<file path="config.mk">
export PLATFORM = sky130hd
export DESIGN_NAME = sdram_arbiter
export DESIGN_NICKNAME = d
export VERILOG_FILES = /design/src/rtl/sdram_arbiter.sv
export SDC_FILE = /design/constraint.sdc
export NUM_CORES = 1
export LEC_CHECK = 0
export BUFFER_PORTS_ARGS = -buffer_cell sky130_fd_sc_hd__buf_2
export CORE_MARGIN = 2
export CORE_UTILIZATION = 38
export DETAILED_ROUTE_END_ITERATION = 10
export GPL_TIMING_DRIVEN = 0
export PLACE_DENSITY = 0.86
export SKIP_LAST_GASP = 1
export SLEW_MARGIN = 25
export SYNTH_ARGS = -nofsm -noshare
export SYNTH_HDL_FRONTEND = slang
export SYNTH_SLANG_ARGS = --single-unit
</file>
<file path="constraint.sdc">
create_clock -name clk -period 3.41 [get_ports clk]
set_input_delay 0.5115 -clock clk [delete_from_list [all_inputs] [get_ports clk]]
set_output_delay 0.5115 -clock clk [all_outputs]
set_load 0.03 [all_outputs]
</file>
<file path="src/rtl/sdram_arbiter.sv">
// Two-master Avalon-MM arbiter in front of the single SDRAM controller port.
// Display reads win by default; the rasterizer is promoted after STARVE_LIMIT lost cycles.
module sdram_arbiter #(
    parameter int ADDR_W       = 25,
    parameter int DATA_W       = 16,
    parameter int MAX_PENDING  = 8,
    parameter int STARVE_LIMIT = 16
) (
    input  logic                  clk,
    input  logic                  reset_n,

    input  logic [ADDR_W-1:0]     m0_address,
    input  logic                  m0_read,
    output logic                  m0_waitrequest,
    output logic [DATA_W-1:0]     m0_readdata,
    output logic                  m0_readdatavalid,

    input  logic [ADDR_W-1:0]     m1_address,
    input  logic                  m1_read,
    input  logic                  m1_write,
    input  logic [DATA_W-1:0]     m1_writedata,
    input  logic [DATA_W/8-1:0]   m1_byteenable,
    output logic                  m1_waitrequest,
    output logic [DATA_W-1:0]     m1_readdata,
    output logic                  m1_readdatavalid,

    output logic [ADDR_W-1:0]     s_address,
    output logic                  s_read,
    output logic                  s_write,
    output logic [DATA_W-1:0]     s_writedata,
    output logic [DATA_W/8-1:0]   s_byteenable,
    input  logic                  s_waitrequest,
    input  logic [DATA_W-1:0]     s_readdata,
    input  logic                  s_readdatavalid,

    output logic                  err_unexpected
);

    localparam int PTR_W = $clog2(MAX_PENDING);
    localparam int CNT_W = PTR_W + 1;
    localparam int STV_W = $clog2(STARVE_LIMIT + 1);

    localparam logic [1:0] GNT_NONE = 2'd0;
    localparam logic [1:0] GNT_M0   = 2'd1;
    localparam logic [1:0] GNT_M1   = 2'd2;

    localparam logic [CNT_W-1:0] FIFO_DEPTH = CNT_W'(MAX_PENDING);
    localparam logic [STV_W-1:0] STARVE_MAX = STV_W'(STARVE_LIMIT);

    logic [1:0]             grant_q;
    logic [1:0]             grant;
    logic                   lock_q;

    logic [MAX_PENDING-1:0] tag_mem;
    logic [PTR_W-1:0]       wr_ptr;
    logic [PTR_W-1:0]       rd_ptr;
    logic [CNT_W-1:0]       count;

    logic [STV_W-1:0]       starve;
    logic                   rdv0_q;
    logic                   rdv1_q;
    logic [DATA_W-1:0]      rdata_q;
    logic                   err_q;

    logic                   m1_req;
    logic                   fifo_empty;
    logic                   fifo_full;
    logic                   pop;
    logic                   push;
    logic                   read_ok;
    logic                   m0_elig;
    logic                   m1_elig;
    logic                   cmd;
    logic                   accept;

    assign m1_req     = m1_read | m1_write;
    assign fifo_empty = (count == '0);
    assign fifo_full  = (count == FIFO_DEPTH);
    assign pop        = s_readdatavalid & ~fifo_empty;

    // A pop in the same cycle frees the slot a new read would take.
    assign read_ok = ~fifo_full | pop;
    assign m0_elig = m0_read & read_ok;
    assign m1_elig = m1_write | (m1_read & read_ok);

    always_comb begin
        grant = GNT_NONE;
        if (!reset_n)
            grant = GNT_NONE;
        else if (lock_q)
            grant = grant_q;
        else if (m1_elig && (starve == STARVE_MAX))
            grant = GNT_M1;
        else if (m0_elig)
            grant = GNT_M0;
        else if (m1_elig)
            grant = GNT_M1;
    end

    always_comb begin
        s_address    = m0_address;
        s_read       = 1'b0;
        s_write      = 1'b0;
        s_writedata  = m1_writedata;
        s_byteenable = '0;
        case (grant)
            GNT_M0: begin
                s_read       = m0_read;
                s_byteenable = '1;
            end
            GNT_M1: begin
                s_address    = m1_address;
                s_read       = m1_read;
                s_write      = m1_write;
                s_byteenable = m1_byteenable;
            end
            default: ;
        endcase
    end

    assign cmd    = s_read | s_write;
    assign accept = cmd & ~s_waitrequest;
    assign push   = accept & s_read;

    assign m0_waitrequest = (grant == GNT_M0) ? s_waitrequest : 1'b1;
    assign m1_waitrequest = (grant == GNT_M1) ? s_waitrequest : 1'b1;

    always_ff @(posedge clk) begin
        if (!reset_n) begin
            grant_q <= GNT_NONE;
            lock_q  <= 1'b0;
            tag_mem <= '0;
            wr_ptr  <= '0;
            rd_ptr  <= '0;
            count   <= '0;
            starve  <= '0;
            rdv0_q  <= 1'b0;
            rdv1_q  <= 1'b0;
            err_q   <= 1'b0;
        end else begin
            grant_q <= grant;
            // A presented but stalled command must be held to the same master.
            lock_q  <= cmd & s_waitrequest;

            if (push) begin
                tag_mem[wr_ptr] <= (grant == GNT_M1);
                wr_ptr          <= wr_ptr + 1'b1;
            end
            if (pop)
                rd_ptr <= rd_ptr + 1'b1;
            case ({push, pop})
                2'b10:   count <= count + 1'b1;
                2'b01:   count <= count - 1'b1;
                default: ;
            endcase

            if (!m1_req || (accept && (grant == GNT_M1)))
                starve <= '0;
            else if (starve != STARVE_MAX)
                starve <= starve + 1'b1;

            rdv0_q <= pop & ~tag_mem[rd_ptr];
            rdv1_q <= pop &  tag_mem[rd_ptr];

            if (s_readdatavalid && fifo_empty)
                err_q <= 1'b1;
        end
    end

    always_ff @(posedge clk) begin
        if (s_readdatavalid)
            rdata_q <= s_readdata;
    end

    assign m0_readdata      = rdata_q;
    assign m1_readdata      = rdata_q;
    assign m0_readdatavalid = rdv0_q;
    assign m1_readdatavalid = rdv1_q;
    assign err_unexpected   = err_q;

endmodule

</file>
; ---- Yosys cells after proc, flatten, opt, wreduce, memory -nomap -nowiden
; Cells that the tools add are included.
; Widths: inputs -> output; s select.
[totals]
reg_bits = 45
in_bits = 91
output_inout_bits = 82
elab_cells = 69
[op_classes]
n_addsub = 5
order_cmp = 3
n_eq_ne = 7
n_mux = 17
n_bitwise = 17
n_reduce_logical = 9
[ops]
columns = cell, count
row1 = $mux 25, 1
row2 = $mux 2, 5
row3 = $and 1x1->1, 8
row4 = $bwmux 8, 1
row5 = $lt 3x4->1 const B, 2
row6 = $pmux 4 s2, 1
row7 = $add 3x1->3 const B, 2
row8 = $add 5x1->5 const B, 1
row9 = $eq 5x5->1 const B, 1
row10 = $mux 1, 5
row11 = $ne 5x5->1 const B, 1
row12 = $not 1->1, 5
row13 = $add 4x1->4 const B, 1
row14 = $eq 2x1->1 const B, 2
row15 = $eq 2x2->1 const B, 2
row16 = $eq 4x4->1 const B, 1
row17 = $logic_and 1x1->1, 4
row18 = $logic_not 4->1, 1
row19 = $or 1x1->1, 4
row20 = $pmux 2 s2, 1
row21 = $sub 4x1->4 const B, 1
row22 = $bmux 1 s3, 1
row23 = $demux 1 s3, 1
row24 = $ge 3x1->1 const B, 1
row25 = other kinds (5), 5

; ---- Depth between registers and ports, before layout
; Gate-level depths: netlist of run 1.
[logic_depth]
depth_word = 18
depth_mapped = 18
depth_no_buf = 17

; ---- Least setup slack after synthesis of run 1
; Ideal clock, no wire load.
[synth_path]
path_type = input-to-reg
from = in reset_n
to = reg count[2]
setup_ps = 76
t_arrival_ps = 3209
required_ps = 3334
path_slack_ps = 125
cell_stages = 15
n_path_buf = 2
path_cell_list = clkbuf_1 o21ai_0 a221oi_1 ha_1 buf_2 a22oi_2 nor3_4 inv_4 ha_1 xor2_1 ha_1 a21oi_1 xor2_1 or3_1 a21boi_0
[synth_between]
elab_chain_len = 8
word_cells_on_any_way = 12
cone_classes = eq/ne (4) / mux (4) / bitwise (3) / reduce/logical (1)
[synth_rtl]
columns = item, line
row1 = start: declaration, 10  ; input logic reset_n,
row2 = $mux 2 *, 88  ; if (!reset_n)
row3 = net grant[1], 51  ; logic [1:0] grant;
row4 = $eq 2x2->1 / $eq 2x1->1 (equally long branches), 106  ; case (grant)
row5 = $pmux 1 s2 / $mux 1 (equally long branches), 106
row6 = $or 1x1->1, 121  ; assign cmd = s_read | s_write;
row7 = $and 1x1->1, 122  ; assign accept = cmd & ~s_waitrequest;
row8 = $and 1x1->1 *, 123  ; assign push = accept & s_read;
row9 = $eq 2x1->1 / $eq 2x2->1 (equally long branches), 151  ; case ({push, pop})
row10 = $pmux 4 s2 / $reduce_bool 2->1 (equally long branches), n/a
row11 = end signal: assignment, 152  ; 2'b10: count <= count + 1'b1;
row12 = end signal: assignment, 153  ; 2'b01: count <= count - 1'b1;
row13 = end: declaration, 57  ; logic [CNT_W-1:0] count;
; Mark *: on every way through the listed nets, which the timed path passes. The rest lies on a longest branch.
; A chain may end at the register's enable or synchronous reset.

; ---- Worst setup path in the final report of run 1
[layout_path]
from = reg count[2]
to = reg count[2]
[layout_between]
word_cells_on_any_way = 28
cone_classes = add/sub (2) / eq/ne (5) / mux (8) / bitwise (10) / reduce/logical (3)
[layout_rtl]
columns = item, line
row1 = $logic_not 4->1, 77  ; assign fifo_empty = (count == '0);
row2 = $not 1->1, 79  ; assign pop = s_readdatavalid & ~fifo_empty;
row3 = $and 1x1->1, 79
row4 = $or 1x1->1 *, 82  ; assign read_ok = ~fifo_full | pop;
row5 = $and 1x1->1, 84  ; assign m1_elig = m1_write | (m1_read & read_ok);
row6 = $or 1x1->1, 84
row7 = $logic_and 1x1->1, 92  ; else if (m1_elig && (starve == STARVE_MAX))
row8 = $mux 2 *, 92
row9 = (+2 left out), n/a
row10 = net grant[0], 51
row11 = $eq 2x2->1 / $eq 2x1->1 (equally long branches), 106
row12 = $pmux 1 s2 / $mux 1 (equally long branches), 106
row13 = $or 1x1->1, 121
row14 = $and 1x1->1, 122
row15 = $and 1x1->1 *, 123
row16 = $eq 2x1->1 / $eq 2x2->1 (equally long branches), 151
row17 = $pmux 4 s2 / $reduce_bool 2->1 (equally long branches), n/a
; Marked as above.

==> metrics.txt, run 1 <==
HPWL after DPL=5450 um; # DRC=0; final setup skew=roughly 0.0047 ns; Nets=512; crit end category=register; antenna violations before repair=0; Static Leak=1.74 nW; Cell Area, Synth=2650 sq um; Slew HR=65.3%; Logic pwr share=30.9%; final hold violation count=0; Netlist cell types=51; Ys Warns=0; part of the power in registers=43.9%; xor/xnor share of the synthesized area=2.97%; routed vias/inst=4.87; Diodes inserted=0; highest clock rate=0.306 GHz; crit-path max FO=7; Int Pwr=924 uW; most frequent cells in the layout=buf_2 (156), buf_4 (39), dfxtp_1 (26); min Tclk post-route=3.27 ns; core box area=6760 sq um; std cell rows=30; DR pass1 iterations=4; Synth Area in Adders=~4.2%; post-cts hold buffer count=0; synthesis-to-layout area growth=41.1%; clk slew on worst S/H paths=~0.080 ns; reg2reg setup slack=around 0.14 ns; status=finished clean; initial core utilization=about two fifths; min-delay worst type=input pin to register; number of flops mapped to enable cells by yosys=16; CTS tree=yes; Worst EP arrival=3.49 ns; post-DR wirelength/cell=14.1 um; multiplexer share of the synthesized area=16.5%; Synth Area in Simple Gates=15.8%; share of cells above drive strength 1=61.3%; initial drt markers=89; Placed Instance Area=3530 sq um; worst path required time=3.63 ns; largest family of logic cells by synthesized area=multiplexers; compound-cell area share of the yosys netlist=roughly 8.6%; Seq cells post-synth=45; Post-Route WL=6960 um; register area share after synthesis=between 40% and 50%; largest net degree at the start of global routing=20; # setup viols final=0; Sw Share=between 30% and 40%; worst slew pin tran=0.521 ns; CP Launch Type=register; die span in x=87.5 um; CTS sink count=45; H-tree depth=2; Most used DFF post-synth=dfxtp_1; Net Sw Power=440 uW; Final Max Tran Viols=0; antenna-violating nets left=0; total CTS buffers=5; TNS Setup=0 ns; syn_nets=between 300 and 400; root buf cell=clkbuf_8; number of buffers added on ports=roughly 160; synthesized instance count=245; Final Wtd Congestion=0.733; maxcap violations=0; worst-case vdd ir drop=around 180 uV; total grt overflow=0; Design Area, Final=3740 sq um; Pwr Total=1.36 mW; commonest non-fill, non-tap cell in the layout=buf_2; pwr dens=365 nW/um^2; Die ar.=7660 sq um; Die Y=87.5 um; vias in the first global route=2197; critical path class=register to register; global-route wire length before repair=9730 um; Clk pwr share=25.1%; vias=2399; IO Count=173; Async SR Flop Fraction=0%; Avg Cell Area, Syn=around 11 sq um; GRT Total Usage=between 10% and 20%; CTS Buffer Depth=2; Final Cycle Share=95.8%; clk_lat worst skew=roughly 0.30 ns
==> power groups by stage <==
stage | Sequential, mW | Clock, mW | Combinational [mW]
final | 0.599 | 0.343 | 0.422
after global routing | 0.603 | 0.372 | 0.449
after CTS | 0.599 | 0.355 | 0.410
after detailed placement | 0.611 | 0 | 0.407
after global placement | 0.610 | 0 | 0.398
after floorplan | 0.643 | 0 | 0.244
==> cell type report <==
| cell class | instances | area (sq um) |
|---|---|---|
| Inverter | 8 | 35.0 |
| Timing Repair Buffer | 161 | 823 |
| Sequential cell | 45 | 1060 |
| Tap cell | 80 | 100 |
| Fill cell | 604 | 3020 |
| Clock buffer | 8 | 93.8 |
| Buffer | 41 | 279 |
| Multi-Input combinational cell | 150 | 1350 |
==> registers in the layout, summed over array words and instances, names as in the netlist <==
signal and cells:
m0_readdata 16, tag_mem 8, starve 5, count 4, rd_ptr 3, wr_ptr 3, grant_q 2, err_unexpected 1
lock_q 1, m0_readdatavalid 1, m1_readdatavalid 1
==> worst max-delay path, stage by stage, from the launching register on <==
cell      delay [ns]
dfxtp_1         0.49
nor3_4          0.10
a311oi_4        0.38
a22o_1          0.22
and2_1          0.19
ha_4            0.18
a22oi_2         0.08
nor3_4          0.25
clkinv_4        0.11
ha_4            0.19
xor2_1          0.14
ha_1            0.17
a21oi_1         0.14
xor2_1          0.09
or3_1           0.31
a21boi_0        0.16
==> per-layer routing <==
layer  vias to the layer above  global-route usage [%]  wire (um)
met2                        68                    28.0       3740
met5                         -                       0          0
met3                         5                    3.11        320
met1                      1154                    19.4       2850
li1                       1172                       -          -
met4                         0                    5.59         51
==> Yosys cell counts, types with 3 or more instances <==
| cell type | instances | share of area, % |
|---|---|---|
| edfxtp_1 | 16 | 18 |
| mux2_2 | 25 | 11 |
| xnor2_1 | 4 | 1.3 |
| nand3_1 | 4 | 0.76 |
| clkbuf_1 | 5 | 0.71 |
| nor3_2 | 3 | 1.1 |
| ha_1 | 9 | 4.2 |
| a21oi_1 | 6 | 1.1 |
| nor2b_1 | 4 | 0.94 |
| nand2_1 | 21 | 3.0 |
| o21ai_0 | 3 | 0.57 |
| inv_1 | 7 | 0.99 |
| mux2i_1 | 11 | 4.2 |
| buf_4 | 32 | 9.1 |
| a21boi_0 | 3 | 0.85 |
| xor2_1 | 5 | 1.7 |
| and2_1 | 7 | 1.7 |
| buf_2 | 3 | 0.57 |
| dfxtp_1 | 29 | 22 |
| nor2_1 | 10 | 1.4 |
==> metrics by stage <==
stage / std cells / utilization (%) / worst slack, ns / hold WS [ns]
final: 493 / 55.4 / 0.142 / 0.386
after global routing: 493 / 55.4 / -0.0530 / 0.381
after CTS: 489 / 53.9 / -0.0111 / 0.379
after detailed placement: 480 / 52.2 / -0.624 / 0.462
after global placement: 480 / 52.2 / -0.487 / 0.446
after floorplan: 245 / - / 0.125 / 0.432
==> worst paths after layout <==
kind | start | endpoint | depth (start not counted)
worst max register to register | count[2] | count[2] | 15
worst min-delay path | s_readdata[5] | m0_readdata[5] | 1
worst min register to register | tag_mem[2] | tag_mem[2] | 2
worst max-delay path | count[2] | count[2] | 15
==> kinds of logic (layout without fill, tap and decap cells) <==
kind of cell    count (synthesis)  count (layout)
buf+inv                        50             218
simple gates                   66              66
fa+ha+maj                       9               9
mux                            38              38
compound gates                 28              28
flops                          45              45
xor+xnor                        9               9
==> what timing repair did <==
action,CTS,global route
endpoints found under the setup margin,12,25
pin swaps,1,4
resized for setup,6,12
setup buffers,1,5
Note: power is estimated with default switching activity, not from simulation.
==> inputs of run 2 (changes only) <==
--- a/config.mk
+++ b/config.mk
@@ -6,6 +6,7 @@
 export NUM_CORES = 1
 export LEC_CHECK = 0
 export BUFFER_PORTS_ARGS = -buffer_cell sky130_fd_sc_hd__buf_2
+export CORE_ASPECT_RATIO = 0.7
 export CORE_MARGIN = 2
 export CORE_UTILIZATION = 38
 export DETAILED_ROUTE_END_ITERATION = 10
==> metrics.txt, run 2 (same netlist as run 1, synthesis figures left out) <==
status=finished clean; crit-path max FO=10 (+3); CP Launch Type=register; CP max stage delay=0.40 ns (-0.09 ns); min-delay worst type=input pin to register; Final Cycle Share=95.9% (about the same); core box area=6760 sq um (unchanged); total CTS buffers=5 (unchanged); Final Wtd Congestion=0.787 (+7.4%); vias=2363 (-1.5%); highest clock rate=0.306 GHz (about the same); Worst EP arrival=2.76 ns (-0.73 ns); Fill cells=573 (-5.1%); worst slew pin tran=0.515 ns (-0.00580 ns); Pwr Total=1.36 mW (-0.47%); Placed Instance Area=3540 sq um (+0.50%); Final Max Tran Viols=0 (unchanged); Sw Share=32.5% (+0.27 points); synthesis-to-layout area growth=42.4%; dpl cells=494 (+2.9%); Reg-to-Reg Start=count[1]; Nets=514 (+0.39%); Logic pwr share=31.2% (+0.3 points); # DRC=0 (unchanged); clk_lat worst skew=0.29 ns (about the same); hold depth=1 (unchanged); Int Pwr=916 uW (-0.86%); clk slew on worst S/H paths=0.08 ns (about the same); reg2reg setup slack=0.17 ns (+0.03 ns); CTS sink count=45 (unchanged); FF-to-FF End=count[2]; CP bufs+invs=2 (+1); root buf cell=clkbuf_8; post-cts hold buffer count=0 (unchanged); IO Count=173 (unchanged); crit path cell chain=nor3_2 -> a311oi_4 -> a221oi_2 -> ha_4 -> clkbuf_1 -> mux2_2 -> buf_2; Net Sw Power=441 uW (+0.36%); worst path required time=2.90 ns (-0.73 ns); CP max stage cell=mux2_2; HPWL after DPL=5610 um (+2.9%); critical path class=register to primary output; die span in x=104 um (+19%); antenna-violating nets left=0 (unchanged); maxcap violations=0 (unchanged); pwr dens=360 nW/um^2 (-1.4%); Worst path top cell family by delay=compound AO/OA/AOI/OAI gates; Die Y=73.9 um (-16%); vias in the first global route=2185 (-0.55%); Design Area, Final=3770 sq um (+0.90%); initial drt markers=80 (-10%); Diodes inserted=0 (unchanged); hold endpoint=m0_readdata[1]; CTS tree=yes; Worst Reg-to-Reg Cells=14 (-1); routed vias/inst=4.64 (-4.6%); Post-Route WL=6960 um (about the same); min Tclk post-route=3.27 ns (+0.00278 ns); commonest non-fill, non-tap cell in the layout=buf_2; global-route wire length before repair=10600 um (+9.0%); Clk pwr share=24.6% (-0.5 points); # setup viols final=0 (unchanged); final setup skew=0.00699 ns (+0.00228 ns); share of cells above drive strength 1=61.7% (+0.43 points); worst-case vdd ir drop=168 uV (-4.7%); crit end category=primary output; antenna violations before repair=0 (unchanged); final hold violation count=0 (unchanged); part of the power in registers=44.2% (+0.3 points); largest net degree at the start of global routing=20 (unchanged); number of buffers added on ports=155 (unchanged); H-tree depth=2 (unchanged); DR pass1 iterations=4 (unchanged); total grt overflow=0 (unchanged); hold_sp=s_readdata[1]; fin cells=509 (+3.2%); CTS Buffer Depth=2 (unchanged); most frequent cells in the layout=buf_2 (156), buf_4 (40), mux2_2 (25), dfxtp_1 (25), nand2_1 (21); GRT Total Usage=17.5% (+1.5 points); Die ar.=7670 sq um (+0.14%); Static Leak=1.75 nW (+0.27%); post-DR wirelength/cell=13.7 um (-3.2%); Slew HR=65.7% (+0.39 points); max reg flops=16 (unchanged); std cell rows=25 (-17%); initial core utilization=39.2% (unchanged)
## run 2: how the worst max path moves through the flow
stage / slack [ns] / end / start / cells past startpoint
floorplan: 0.13 / count[2] / reset_n / 15
global placement: -0.52 / count[2] / s_readdatavalid / 15
detailed placement: -0.61 / count[2] / s_readdatavalid / 15
CTS: -0.05 / count[2] / starve[0] / 18
global route: -0.03 / s_address[21] / starve[0] / 10
finish: 0.14 / s_address[21] / count[1] / 7
## run 2: worst reg2reg max path: stages (launching register included)
cell,delay (ns)
dfxtp_2,0.36
nor3_2,0.36
a311oi_4,0.19
a221oi_2,0.39
ha_4,0.21
a22oi_2,0.10
nor3_4,0.25
clkinv_4,0.11
ha_2,0.24
xor2_1,0.15
ha_1,0.19
a21oi_2,0.11
xor2_1,0.08
or3_1,0.30
a21boi_1,0.14
## run 2: per-stage QoR
step / worst slack (ns) / util [%] / hold WS, ns / TNS [ns]
global placement: -0.517 / 52.5 / 0.440 / -0.954
floorplan: 0.125 / - / 0.432 / 0
global route: -0.0332 / 55.9 / 0.375 / -0.177
detailed placement: -0.608 / 52.5 / 0.463 / -1.18
CTS: -0.0502 / 54.1 / 0.381 / -0.0896
finish: 0.139 / 55.9 / 0.393 / 0
## run 2: layout make-up
type                            count  area (sq um)  area share, %
Buffer                             41           278           7.36
Clock buffer                        7          86.3           2.29
Clock inverter                      1          6.26          0.166
Inverter                            8          35.0          0.928
Multi-Input combinational cell    150          1340           35.6
Sequential cell                    45          1070           28.2
Tap cell                           94           118           3.12
Timing Repair Buffer              163           842           22.3
## run 2: layer usage
layer	vias to the layer above	track usage, %	wire [um]
li1	1174	-	-
met1	1076	21.3	2860
met2	109	31.8	3550
met3	4	3.28	490
met4	0	5.41	59
met5	-	0	0
## run 2: timing repair
| item | CTS | global route |
|---|---|---|
| setup buffers | 1 | 7 |
| gates resized for setup | 4 | 15 |
| pin swaps | 1 | 3 |
| hold endpoints to repair | 0 | 0 |
| setup endpoints to repair | 11 | 17 |
## run 2: power groups by stage
stage,sequential (mW),clock (mW),combinational (mW)
2_1_floorplan,0.643,0,0.244
3_3_place_gp,0.611,0,0.405
3_5_place_dp,0.612,0,0.410
4_1_cts,0.600,0.352,0.413
5_1_grt,0.604,0.372,0.451
6_report,0.600,0.334,0.423
